### src/rtl/seg7_scan_driver.sv
// seg7_scan_driver: time-multiplexed hex 7-segment scanner with tear-free double-buffered loads
// Ports: iCLK/iRST (async active-high reset), iDATA nibbles (digit 0 rightmost), iLOAD capture strobe,
// iLZB leading-zero blanking, iBLANK_MASK per-digit blank, oSEG (active-low segments),
// oANODE (active-low digit enables), oPENDING (captured data waiting for the frame boundary).
// Optional SEG7_DP_EN adds iDP (per-digit decimal points) and oDP (active-low decimal point).
module seg7_scan_driver #(
    parameter int NUM_DIGITS = 4,
    parameter int SCAN_DIV   = 50000,
    parameter int GUARD_CYC  = 16
) (
    input  logic                    iCLK,
    input  logic                    iRST,
    input  logic [4*NUM_DIGITS-1:0] iDATA,
    input  logic                    iLOAD,
    input  logic                    iLZB,
    input  logic [NUM_DIGITS-1:0]   iBLANK_MASK,
`ifdef SEG7_DP_EN
    input  logic [NUM_DIGITS-1:0]   iDP,
    output logic                    oDP,
`endif
    output logic [6:0]              oSEG,
    output logic [NUM_DIGITS-1:0]   oANODE,
    output logic                    oPENDING
);
    localparam int PW = (SCAN_DIV > 1) ? $clog2(SCAN_DIV) : 1;
    localparam int IW = (NUM_DIGITS > 1) ? $clog2(NUM_DIGITS) : 1;
    localparam logic [PW-1:0] P_LAST  = PW'(SCAN_DIV - 1);
    localparam logic [PW-1:0] P_GUARD = PW'(GUARD_CYC);
    localparam logic [IW-1:0] I_LAST  = IW'(NUM_DIGITS - 1);
    localparam logic [6:0] GLYPH [16] = '{
        7'b1000000, 7'b1111001, 7'b0100100, 7'b0110000,
        7'b0011001, 7'b0010010, 7'b0000010, 7'b1111000,
        7'b0000000, 7'b0011000, 7'b0001000, 7'b0000011,
        7'b1000110, 7'b0100001, 7'b0000110, 7'b0001110
    };

    logic [PW-1:0]           presc_q, presc_d;
    logic [IW-1:0]           idx_q, idx_d;
    logic [4*NUM_DIGITS-1:0] shadow_q, shadow_d, disp_q, disp_d;
    logic                    pend_q, pend_d;
    logic [6:0]              seg_q, seg_d;
    logic [NUM_DIGITS-1:0]   anode_q, anode_d;
    logic                    wrap, bnd, guard, off;
    logic [3:0]              nib;
    logic [NUM_DIGITS:0]     zero_up;
    logic [NUM_DIGITS-1:0]   blank;
`ifdef SEG7_DP_EN
    logic [NUM_DIGITS-1:0]   dps_q, dps_d, dpd_q, dpd_d;
    logic                    dp_q, dp_d;
`endif

    always_comb begin
        wrap     = presc_q == P_LAST;
        bnd      = wrap && idx_q == I_LAST;
        presc_d  = wrap ? '0 : presc_q + 1'b1;
        idx_d    = !wrap ? idx_q : (idx_q == I_LAST ? '0 : idx_q + 1'b1);
        // A load landing on the boundary goes straight to the display and wins over any pending shadow
        shadow_d = iLOAD ? iDATA : shadow_q;
        disp_d   = (iLOAD && bnd) ? iDATA : (bnd && pend_q) ? shadow_q : disp_q;
        pend_d   = iLOAD ? !bnd : (bnd ? 1'b0 : pend_q);
        // zero_up[k]: every display nibble from k to the top digit is zero
        zero_up  = '1;
        blank    = '0;
        for (int k = NUM_DIGITS - 1; k >= 0; k--) begin
            zero_up[k] = zero_up[k+1] && disp_q[4*k +: 4] == 4'h0;
            blank[k]   = iBLANK_MASK[k] || (iLZB && k != 0 && zero_up[k]);
        end
        nib      = disp_q[{idx_q, 2'b00} +: 4];
        guard    = presc_q < P_GUARD;
        off      = guard || blank[idx_q];
        seg_d    = off ? 7'h7F : GLYPH[nib];
        // A blanked digit keeps its anode enabled; only its segments go dark
        anode_d  = guard ? '1 : ~(NUM_DIGITS'(1) << idx_q);
`ifdef SEG7_DP_EN
        dps_d    = iLOAD ? iDP : dps_q;
        dpd_d    = (iLOAD && bnd) ? iDP : (bnd && pend_q) ? dps_q : dpd_q;
        dp_d     = off ? 1'b1 : ~dpd_q[idx_q];
`endif
    end

    always_ff @(posedge iCLK or posedge iRST) begin
        if (iRST) begin
            presc_q  <= '0;
            idx_q    <= '0;
            shadow_q <= '0;
            disp_q   <= '0;
            pend_q   <= 1'b0;
            seg_q    <= 7'h7F;
            anode_q  <= '1;
`ifdef SEG7_DP_EN
            dps_q    <= '0;
            dpd_q    <= '0;
            dp_q     <= 1'b1;
`endif
        end else begin
            presc_q  <= presc_d;
            idx_q    <= idx_d;
            shadow_q <= shadow_d;
            disp_q   <= disp_d;
            pend_q   <= pend_d;
            seg_q    <= seg_d;
            anode_q  <= anode_d;
`ifdef SEG7_DP_EN
            dps_q    <= dps_d;
            dpd_q    <= dpd_d;
            dp_q     <= dp_d;
`endif
        end
    end

    assign oSEG     = seg_q;
    assign oANODE   = anode_q;
    assign oPENDING = pend_q;
`ifdef SEG7_DP_EN
    assign oDP      = dp_q;
`endif
endmodule

### config.mk
export PLATFORM = sky130hd
export DESIGN_NAME = seg7_scan_driver
export DESIGN_NICKNAME = d
export VERILOG_FILES = /design/src/rtl/seg7_scan_driver.sv
export SDC_FILE = /design/constraint.sdc
export NUM_CORES = 1
export LEC_CHECK = 0
export CORE_MARGIN = 1
export CORE_UTILIZATION = 55
export CTS_CLUSTER_SIZE = 28
export DETAILED_ROUTE_END_ITERATION = 7
export GPL_ROUTABILITY_DRIVEN = 0
export PLACE_DENSITY = 0.85
export SLEW_MARGIN = 5
export SYNTH_ARGS = -nofsm -noshare
export SYNTH_HDL_FRONTEND = slang
export SYNTH_SLANG_ARGS = --single-unit
### constraint.sdc
create_clock -name iCLK -period 3.3 [get_ports iCLK]
set_input_delay 0.66 -clock iCLK [delete_from_list [all_inputs] [get_ports iCLK]]
set_output_delay 0.66 -clock iCLK [all_outputs]
set_load 0.005 [all_outputs]
==> key figures, run 1 <==
CTS
  – H-tree Lvls: 3
  – Clk_lat worst skew: 330 ps
  – Worst-case clock buffer depth: 2
  – # clock sinks: 62
  – CTS clock-pin slew for the worst setup and hold paths: 70 ps
  – CTS Hold Bufs: 0
  – CTS tree: done
  – Root Buffer: clkbuf_8
  – Buffers inserted by post-CTS timing repair: 0
  – CTS resizes: 0
  – Num CTS Buffers: 9

Floorplan
  – I/O pins: 36
  – Die height: about 75 microns
  – Die area: 5640 sq um
  – Die width: approximately 75 microns
  – Core area: around 5100 sq um
  – Rows: 26
  – Starting Density: 0.572

STA
  – Period minus WS final: 2350 ps
  – Hold slack: 483 ps
  – Worst slew pin tran: approximately 420 ps
  – Final count of negative-setup-slack endpoints: 0
  – Maximum clock frequency: around 0.43 GHz
  – Max Transition Viols Final: 0
  – Max_slew headroom: 0.718
  – Final worst path period share: 0.711
  – Clock skew: 12.6 ps
  – Setup TNS: 0 ps
  – Hold Vio Cnt, Final: 0
  – Unrepaired setup endpoints after global routing: false

Drt
  – Via/cell ratio: 5.55
  – Post-Route WL: ~5.3 mm
  – Via count: a little under 2k
  – Routed len/inst: between 15 and 20 microns
  – DRT iter0 DRCs: 59
  – Post-detailed-route count of antenna-violating nets: 0
  – DR DRC count: 0
  – DR pass1 iterations: 4

Setup path
  – Critical path depth: 4
  – CP Max Fanout: 16
  – Critical path's top delay family: simple AND/OR/NAND/NOR gates
  – WP data required: approximately 3500 ps
  – Worst r2r path cells: 4
  – Worst EP arrival: 2560 ps
  – Crit path from: presc_q[13]
  – Slowest-stage cell, CP: or4_4
  – Worst setup path category: reg -> reg
  – CP Capture Point: disp_q[13]
  – CP Cell Sequence: or4_4, nor4_4, nand4b_4, mux2_4
  – Critical path launch point type: flip-flop
  – Slowest Stage Delay on Critical Path: 580 ps
  – RR Startpoint: presc_q[13]
  – Crit end category: flip-flop
  – Reg2Reg Setup Slack: approximately 950 ps
  – Buf/Inv on CP: 0
  – RR Endpoint: disp_q[13]

Power
  – Int Pwr: 1280 uW
  – Sw Pwr: roughly 320 uW
  – Sequential Power Share: 0.498
  – Comb pwr share: 0.061
  – Switching Share: 0.199
  – Clk network pwr share: 0.441
  – Pwr dens: approximately 440 nW/um^2
  – Lkg Pwr: 0.00159 uW
  – Maximum vdd drop: 0.000253 V

Final layout
  – Fillers: 369
  – Fin area: 3600 sq um
  – Ant. Diodes: 0
  – Most common cell after layout, fill and taps aside: dfrtp_1
  – Area grow syn2layout: 22.3%
  – Fraction of layout cells with a size suffix above 1: 0.260
  – # nets final: 306
  – Commonest non-fill, non-tap cells in the layout: 51 x dfrtp_1, 35 x clkdlybuf4s50_1, 23 x mux2_2
  – Final Util: 0.700

Synth
  – Syn Inst Count: 231
  – Mean post-synth cell area: 12.7 sq um
  – Sequential cell area fraction in the yosys report: 0.533
  – Register bit total from synthesis: between 60 and 70
  – Mapped Area: 2940 sq um
  – Syn. warnings: 0
  – Synth cell types: 41
  – Syn nets: 265

Run status
  – Status: finished clean

Placement
  – IO Port Bufs: 35
  – Placed cell area: about 3400 sq um
  – HPWL Detailed: approximately 3.7 mm

Global routing
  – Largest net degree at the start of global routing: 63
  – Number of global-route vias before repair: 1,929
  – First-pass GRT wire length: around 9 mm
  – Gr usage total: 0.216
  – GRT overflow: 0
  – Antenna violations before repair: 0

Worst hold path
  – Hold Crit Class: reg -> reg

Run
  – MaxCap Viol Count: 0
logic make-up (layout without fill, tap and decap cells):
family | count (synthesis) | in the layout | synth area share
flops | 62 | 62 | 0.533
fa+ha+maj | 10 | 10 | 0.0426
simple gates | 71 | 71 | 0.137
xor+xnor | 13 | 13 | 0.0387
buf+inv | 17 | 63 | 0.0251
compound gates | 17 | 17 | 0.0404
mux | 41 | 41 | 0.183
state kept, by name, indices dropped and copies added, names as in the netlist:
name and count:
disp_q 16, presc_q 16, shadow_q 16, oSEG 7, oANODE 4, idx_q 2, oPENDING 1
per-layer routing:
layer | wire [microns] | GRT usage
met5 | 0 | 0
met4 | 95 | 0.107
met3 | 201 | 0.0402
met2 | 2480 | 0.339
met1 | 2530 | 0.290
area by class of cell:
| class | instances | area, sq um | area share |
|---|---|---|---|
| clock buffers | 14 | 183 | 0.0508 |
| clock inverters | 2 | 37.5 | 0.0104 |
| inverters | 8 | 30.0 | 0.00835 |
| multi-input cells | 152 | 1300 | 0.362 |
| flip-flops and latches | 62 | 1570 | 0.435 |
| well taps | 70 | 87.6 | 0.0244 |
| repair buffers | 39 | 393 | 0.109 |
per-stage QoR:
stage / power [uW] / setup slack, ps / instances
3_5_place_dp: 906 / 840 / 331
6_report: 1590 / 953 / 347
2_1_floorplan: 851 / 1110 / 231
3_3_place_gp: 903 / 931 / 331
4_1_cts: 1610 / 930 / 347
5_1_grt: 1650 / 851 / 347
Yosys cell counts:
master / instances / area (sq um)
clkbuf_1: 5 / 18.8
o21a_1: 2 / 15.0
nor2_1: 17 / 63.8
mux2_4: 10 / 150
o311ai_1: 1 / 8.76
nor3_1: 3 / 15.0
o21ai_0: 4 / 20.0
buf_2: 2 / 10.0
or4_1: 3 / 22.5
xor2_1: 5 / 43.8
or4_4: 1 / 11.3
nand3_1: 13 / 65.1
a311oi_1: 1 / 8.76
nor4_1: 5 / 31.3
and2_1: 1 / 6.26
a21o_1: 2 / 15.0
o2111ai_1: 2 / 17.5
or3_1: 3 / 18.8
mux2i_1: 4 / 40.0
nand4b_4: 1 / 23.8
a21oi_1: 3 / 15.0
and3_1: 2 / 12.5
nand4_1: 5 / 31.3
buf_1: 1 / 3.75
buf_6: 1 / 11.3
inv_1: 8 / 30.0
or2_2: 1 / 6.26
mux4_2: 4 / 90.1
dfrtp_1: 51 / 1280
dfstp_2: 11 / 289
nand2_1: 10 / 37.5
nor2b_1: 1 / 6.26
nand2b_1: 1 / 6.26
a211o_1: 1 / 8.76
nand3b_1: 2 / 15.0
ha_1: 10 / 125
xnor2_1: 8 / 70.1
o32a_1: 1 / 10.0
nor4_4: 1 / 21.3
nand4b_1: 1 / 8.76
mux2_2: 23 / 259
how the worst min path moves through the flow:
stage / startpoint / endpoint / slack, ps / cells past startpoint
after global placement: presc_q[0] / presc_q[0] / 470 / 1
after global routing: presc_q[0] / presc_q[0] / 500 / 1
after floorplan: presc_q[0] / presc_q[0] / 450 / 1
after detailed placement: presc_q[0] / presc_q[0] / 480 / 1
after CTS: presc_q[0] / presc_q[0] / 490 / 1
final: presc_q[0] / presc_q[0] / 480 / 1
power by group through the flow:
stage | clock (uW) | combinational, uW | sequential [uW]
CTS | 718 | 99.4 | 794
floorplan | 0 | 44.7 | 806
global route | 744 | 108 | 796
finish | 704 | 97.1 | 794
detailed placement | 0 | 99.0 | 807
global placement | 0 | 96.9 | 806
(Power assumes the default switching activity.)
==> run 2: changes to the inputs <==
Settings changed: CORE_UTILIZATION 55 to 50, PLACE_DENSITY 0.85 to 0.82.
Clock period 3.3 ns to 2.1 ns, I/O delays scaled along.
==> key figures, run 2 (same netlist as run 1, synthesis figures left out) <==
Run status
  – Status: finished clean

CTS
  – # clock sinks: 62
  – CTS clock-pin slew for the worst setup and hold paths: approximately 70 ps
  – Clk_lat worst skew: 340 ps
  – Root Buffer: clkbuf_8
  – Worst-case clock buffer depth: 2
  – Buffers inserted by post-CTS timing repair: 0
  – CTS resizes: 0
  – Num CTS Buffers: 9
  – H-tree Lvls: 3
  – CTS Hold Bufs: 0
  – CTS tree: done

STA
  – Period minus WS final: 2000 ps
  – Max Transition Viols Final: 0
  – Final worst path period share: 0.954
  – Clock skew: 5.66 ps
  – Max_slew headroom: 0.376
  – Unrepaired setup endpoints after global routing: false
  – Final count of negative-setup-slack endpoints: 0
  – Worst slew pin tran: 929 ps
  – Hold Vio Cnt, Final: 0
  – Maximum clock frequency: 0.499 GHz

Global routing
  – Gr usage total: 0.207
  – First-pass GRT wire length: 9.52 mm
  – GRT overflow: 0
  – Antenna violations before repair: 0
  – Largest net degree at the start of global routing: 63
  – Number of global-route vias before repair: 2,029

Floorplan
  – Die width: 78.7 microns
  – I/O pins: 36
  – Die area: 6190 sq um
  – Starting Density: 0.527
  – Core area: 5570 sq um
  – Rows: 27
  – Die height: ~79 microns

Setup path
  – Critical path launch point type: flip-flop
  – Slowest-stage cell, CP: mux4_2
  – CP Cell Sequence: mux4_2, inv_1, ha_1, mux2_2, nand2_1, nand4_1
  – Worst EP arrival: 2220 ps
  – Worst setup path category: reg -> reg
  – Crit end category: flip-flop
  – Slowest Stage Delay on Critical Path: 590 ps
  – CP Max Fanout: 6
  – WP data required: approximately 2300 ps

Final layout
  – Top Registers: disp_q x16, presc_q x16, shadow_q x16
  – Ant. Diodes: 0
  – Commonest non-fill, non-tap cells in the layout: 50 x dfrtp_1, 35 x clkdlybuf4s50_1, 23 x mux2_2
  – Final non-filler cell total: 357
  – Most common cell after layout, fill and taps aside: dfrtp_1
  – Sequential cell area: 1570 sq um
  – Multi-input gate area: around 1300 sq um
  – # nets final: 314
  – Area grow syn2layout: 24.7%
  – Fraction of layout cells with a size suffix above 1: 0.284
  – Fillers: 430
  – Final Util: 0.657

Drt
  – Via/cell ratio: 5.43
  – Post-detailed-route count of antenna-violating nets: 0
  – DR DRC count: 0
  – Routed len/inst: roughly 15 microns
  – Post-Route WL: 5.46 mm
  – DRT iter0 DRCs: 49
  – DR pass1 iterations: 4
  – Via count: roughly 1.9k

Worst hold path
  – Hold Crit Class: in -> async

Placement
  – IO Port Bufs: 35
  – HPWL Detailed: 3.97 mm
  – Total placed cells including tap cells: 341

Power
  – Maximum vdd drop: 0.000353 V
  – Lkg Pwr: 0.00164 uW
  – Final Total Pwr: 2440 uW
  – Pwr dens: ~670 nW/um^2

Run
  – MaxCap Viol Count: 0
[run 2: worst paths after layout]
path / from / end / slack [ps] / depth (start not counted)
setup / recovery: idx_q[1] / oSEG[3] / 100 / 6
hold / removal: iRST / shadow_q[2] / 460 / 3
setup reg to reg: idx_q[1] / oSEG[3] / 100 / 6
hold reg to reg: presc_q[0] / presc_q[0] / 490 / 1
max in group asynchronous: iRST / oANODE[0] / 1340 / 3
min in group iCLK: presc_q[0] / presc_q[0] / 490 / 1
[run 2: layout make-up]
| type | instances | area share |
|---|---|---|
| Clock buffer | 12 | 0.0423 |
| Timing Repair Buffer | 47 | 0.130 |
| Inverter | 8 | 0.00819 |
| Multi-Input combinational cell | 152 | 0.355 |
| Tap cell | 72 | 0.0246 |
| Clock inverter | 4 | 0.0123 |
| Sequential cell | 62 | 0.427 |
[run 2: power breakdown]
group          internal (uW)  switching [uW]
clock                    607             437
combinational           90.3            61.7
sequential              1240            8.86
total                   1940             508
[run 2: worst max-delay path, delay by kind of cell (launching register included)]
family	cells	cell delay, ps
flops	1	430
buf+inv	1	130
mux	2	880
fa+ha+maj	1	280
simple gates	2	160
[run 2: metal layers]
| layer | share of wire | vias to the layer above | GRT usage |
|---|---|---|---|
| li1 | - | 924 | - |
| met4 | 0.039 | 0 | 0.154 |
| met3 | 0.035 | 19 | 0.0453 |
| met5 | 0 | - | 0 |
| met1 | 0.45 | 951 | 0.263 |
| met2 | 0.47 | 46 | 0.310 |
[run 2: per-stage QoR]
step	hold slack [ps]	instance area [sq um]	TNS [ps]	setup WS, ps
floorplan	455	2940	0	58.8
global placement	467	3460	0	57.5
detailed placement	487	3460	-7.35	-7.35
CTS	473	3660	0	32.7
global route	491	3660	0	28.7
finish	465	3660	0	96.0
==> run 3: changes to the inputs <==
Settings changed: RECOVER_POWER set to 50.
Clock period 2.1 ns to 1.7 ns, I/O delays scaled along.
==> key figures, run 3 (same netlist as run 1, synthesis figures left out) <==
Global routing
  – Largest net degree at the start of global routing: 63
  – GRT overflow: 0
  – Antenna violations before repair: 0
  – First-pass GRT wire length: 12.6 mm
  – Number of global-route vias before repair: 2,450
  – Gr usage total: 0.283

Drt
  – Via count: 2,320
  – Via/cell ratio: between 5 and 6
  – Post-detailed-route count of antenna-violating nets: 0
  – DRT iter0 DRCs: 153
  – Post-Route WL: 8.25 mm
  – Routed len/inst: between 20 and 25 microns
  – DR DRC count: 0
  – DR pass1 iterations: 4

Placement
  – HPWL Detailed: between 4 and 5 mm
  – Total placed cells including tap cells: about 380
  – IO Port Bufs: 35
  – Placed cell area: 3830 sq um

Floorplan
  – Core area: 5570 sq um
  – Rows: 27
  – Die height: 78.7 microns
  – Starting Density: 0.527
  – Die area: 6190 sq um
  – I/O pins: 36
  – Die width: 78.7 microns

STA
  – Hold slack: around 500 ps
  – Maximum clock frequency: 0.505 GHz
  – Final count of negative-setup-slack endpoints: 39
  – Clock skew: 8.74 ps
  – Final worst path period share: 1.17
  – PnR worst setup slack: -281 ps
  – Hold Vio Cnt, Final: 0
  – Worst slew pin tran: 820 ps
  – Max Transition Viols Final: 0
  – Period minus WS final: 1980 ps
  – Max_slew headroom: 0.453
  – Setup TNS: -9260 ps
  – Unrepaired setup endpoints after global routing: true

CTS
  – CTS clock-pin slew for the worst setup and hold paths: 70 ps
  – CTS tree: done
  – Clk_lat worst skew: 340 ps
  – Num CTS Buffers: 9
  – # clock sinks: 62
  – Worst-case clock buffer depth: 2
  – Root Buffer: clkbuf_8
  – CTS Hold Bufs: 0
  – H-tree Lvls: 3

Final layout
  – Fraction of layout cells with a size suffix above 1: 0.492
  – # nets final: roughly 360
  – Most common cell after layout, fill and taps aside: dfrtp_1
  – Ant. Diodes: 0
  – Final non-filler cell total: 405
  – Fillers: 316
  – Top Registers: disp_q x16, presc_q x16, shadow_q x16
  – Area grow syn2layout: 45.3%
  – Fin area: 4270 sq um
  – Commonest non-fill, non-tap cells in the layout: 50 x dfrtp_1, 44 x buf_4, 25 x clkdlybuf4s50_1

Run status
  – Status: finished, violations left
  – Failing checks: setup timing

Setup path
  – Worst EP arrival: 2190 ps
  – Critical path launch point type: flip-flop
  – CP Max Fanout: 4
  – Crit end category: flip-flop
  – WP data required: 1910 ps
  – Worst setup path category: reg -> reg

Worst hold path
  – Hold Crit Class: reg -> reg

Power
  – Lkg Pwr: approximately 0.0019 uW
  – Maximum vdd drop: 0.000661 V
  – Pwr dens: 693 nW/um^2

Run
  – MaxCap Viol Count: 0
run 3: cell types whose count changed in the layout (fill, tap and decap cells not counted), sizes merged, moves of 2 or more:
cell | before | now
buf | 12 | 58
clkbuf | 12 | 14
clkdlybuf4s50 | 35 | 25
clkinvlp | 0 | 2
dlygate4sd2 | 0 | 3
dlymetal6s2s | 0 | 6
run 3: path summary, 6_finish.rpt:
path	startpoint	endpoint	slack (ps)	cells after the start
setup reg to reg	presc_q[12]	idx_q[1]	-280	7
max in group asynchronous	iRST	idx_q[1]	360	3
min in group asynchronous	iRST	shadow_q[7]	770	3
setup / recovery	presc_q[12]	idx_q[1]	-280	7
hold / removal	shadow_q[10]	shadow_q[10]	500	1
hold reg to reg	shadow_q[10]	shadow_q[10]	500	1
run 3: per-stage QoR:
stage               total power [uW]   util  setup WS (ps)
finish                          2960  0.766           -281
global route                    3050  0.766           -308
CTS                             2960  0.759           -292
detailed placement              1770  0.687           -317
global placement                1760  0.687           -281
floorplan                       1650      -           -288
run 3: what timing repair did:
item | in CTS | in global routing
gates resized for setup | 43 | 16
gates cloned | 2 | 0
endpoints found under the setup margin | 42 | 46
setup buffers | 6 | 2
pin swaps | 18 | 13
run 3: cell type report:
cell class	count	area, sq um	share of cell area
well taps	72	90.1	0.0211
clock buffers	13	169	0.0396
multi-input cells	153	1510	0.355
inverters	8	38.8	0.00908
flip-flops and latches	62	1570	0.367
repair buffers	94	875	0.205
clock inverters	3	17.5	0.00410
run 3: metal layers:
metal / wire length, microns / vias to the layer above / track usage
li1: - / 1025 / -
met1: 3260 / 1169 / 0.347
met2: 4200 / 101 / 0.464
met3: 473 / 25 / 0.0605
met4: 310 / 0 / 0.157
met5: 0 / - / 0
run 3: power breakdown:
part | total, uW | switching (uW) | internal, uW | leakage [uW]
clock network | 1220 | 577 | 644 | 0.0000954
registers | 1540 | 12.9 | 1530 | 0.000771
logic | 194 | 86.7 | 108 | 0.00107
run 3: worst max-delay path, cell delays in order, from the launching register on:
cell and delay [ps]:
dfrtp_1 400, or4_4 550, nor4_4 240, buf_4 190
buf_6 90, and2_4 190, buf_6 130, o21ai_2 70
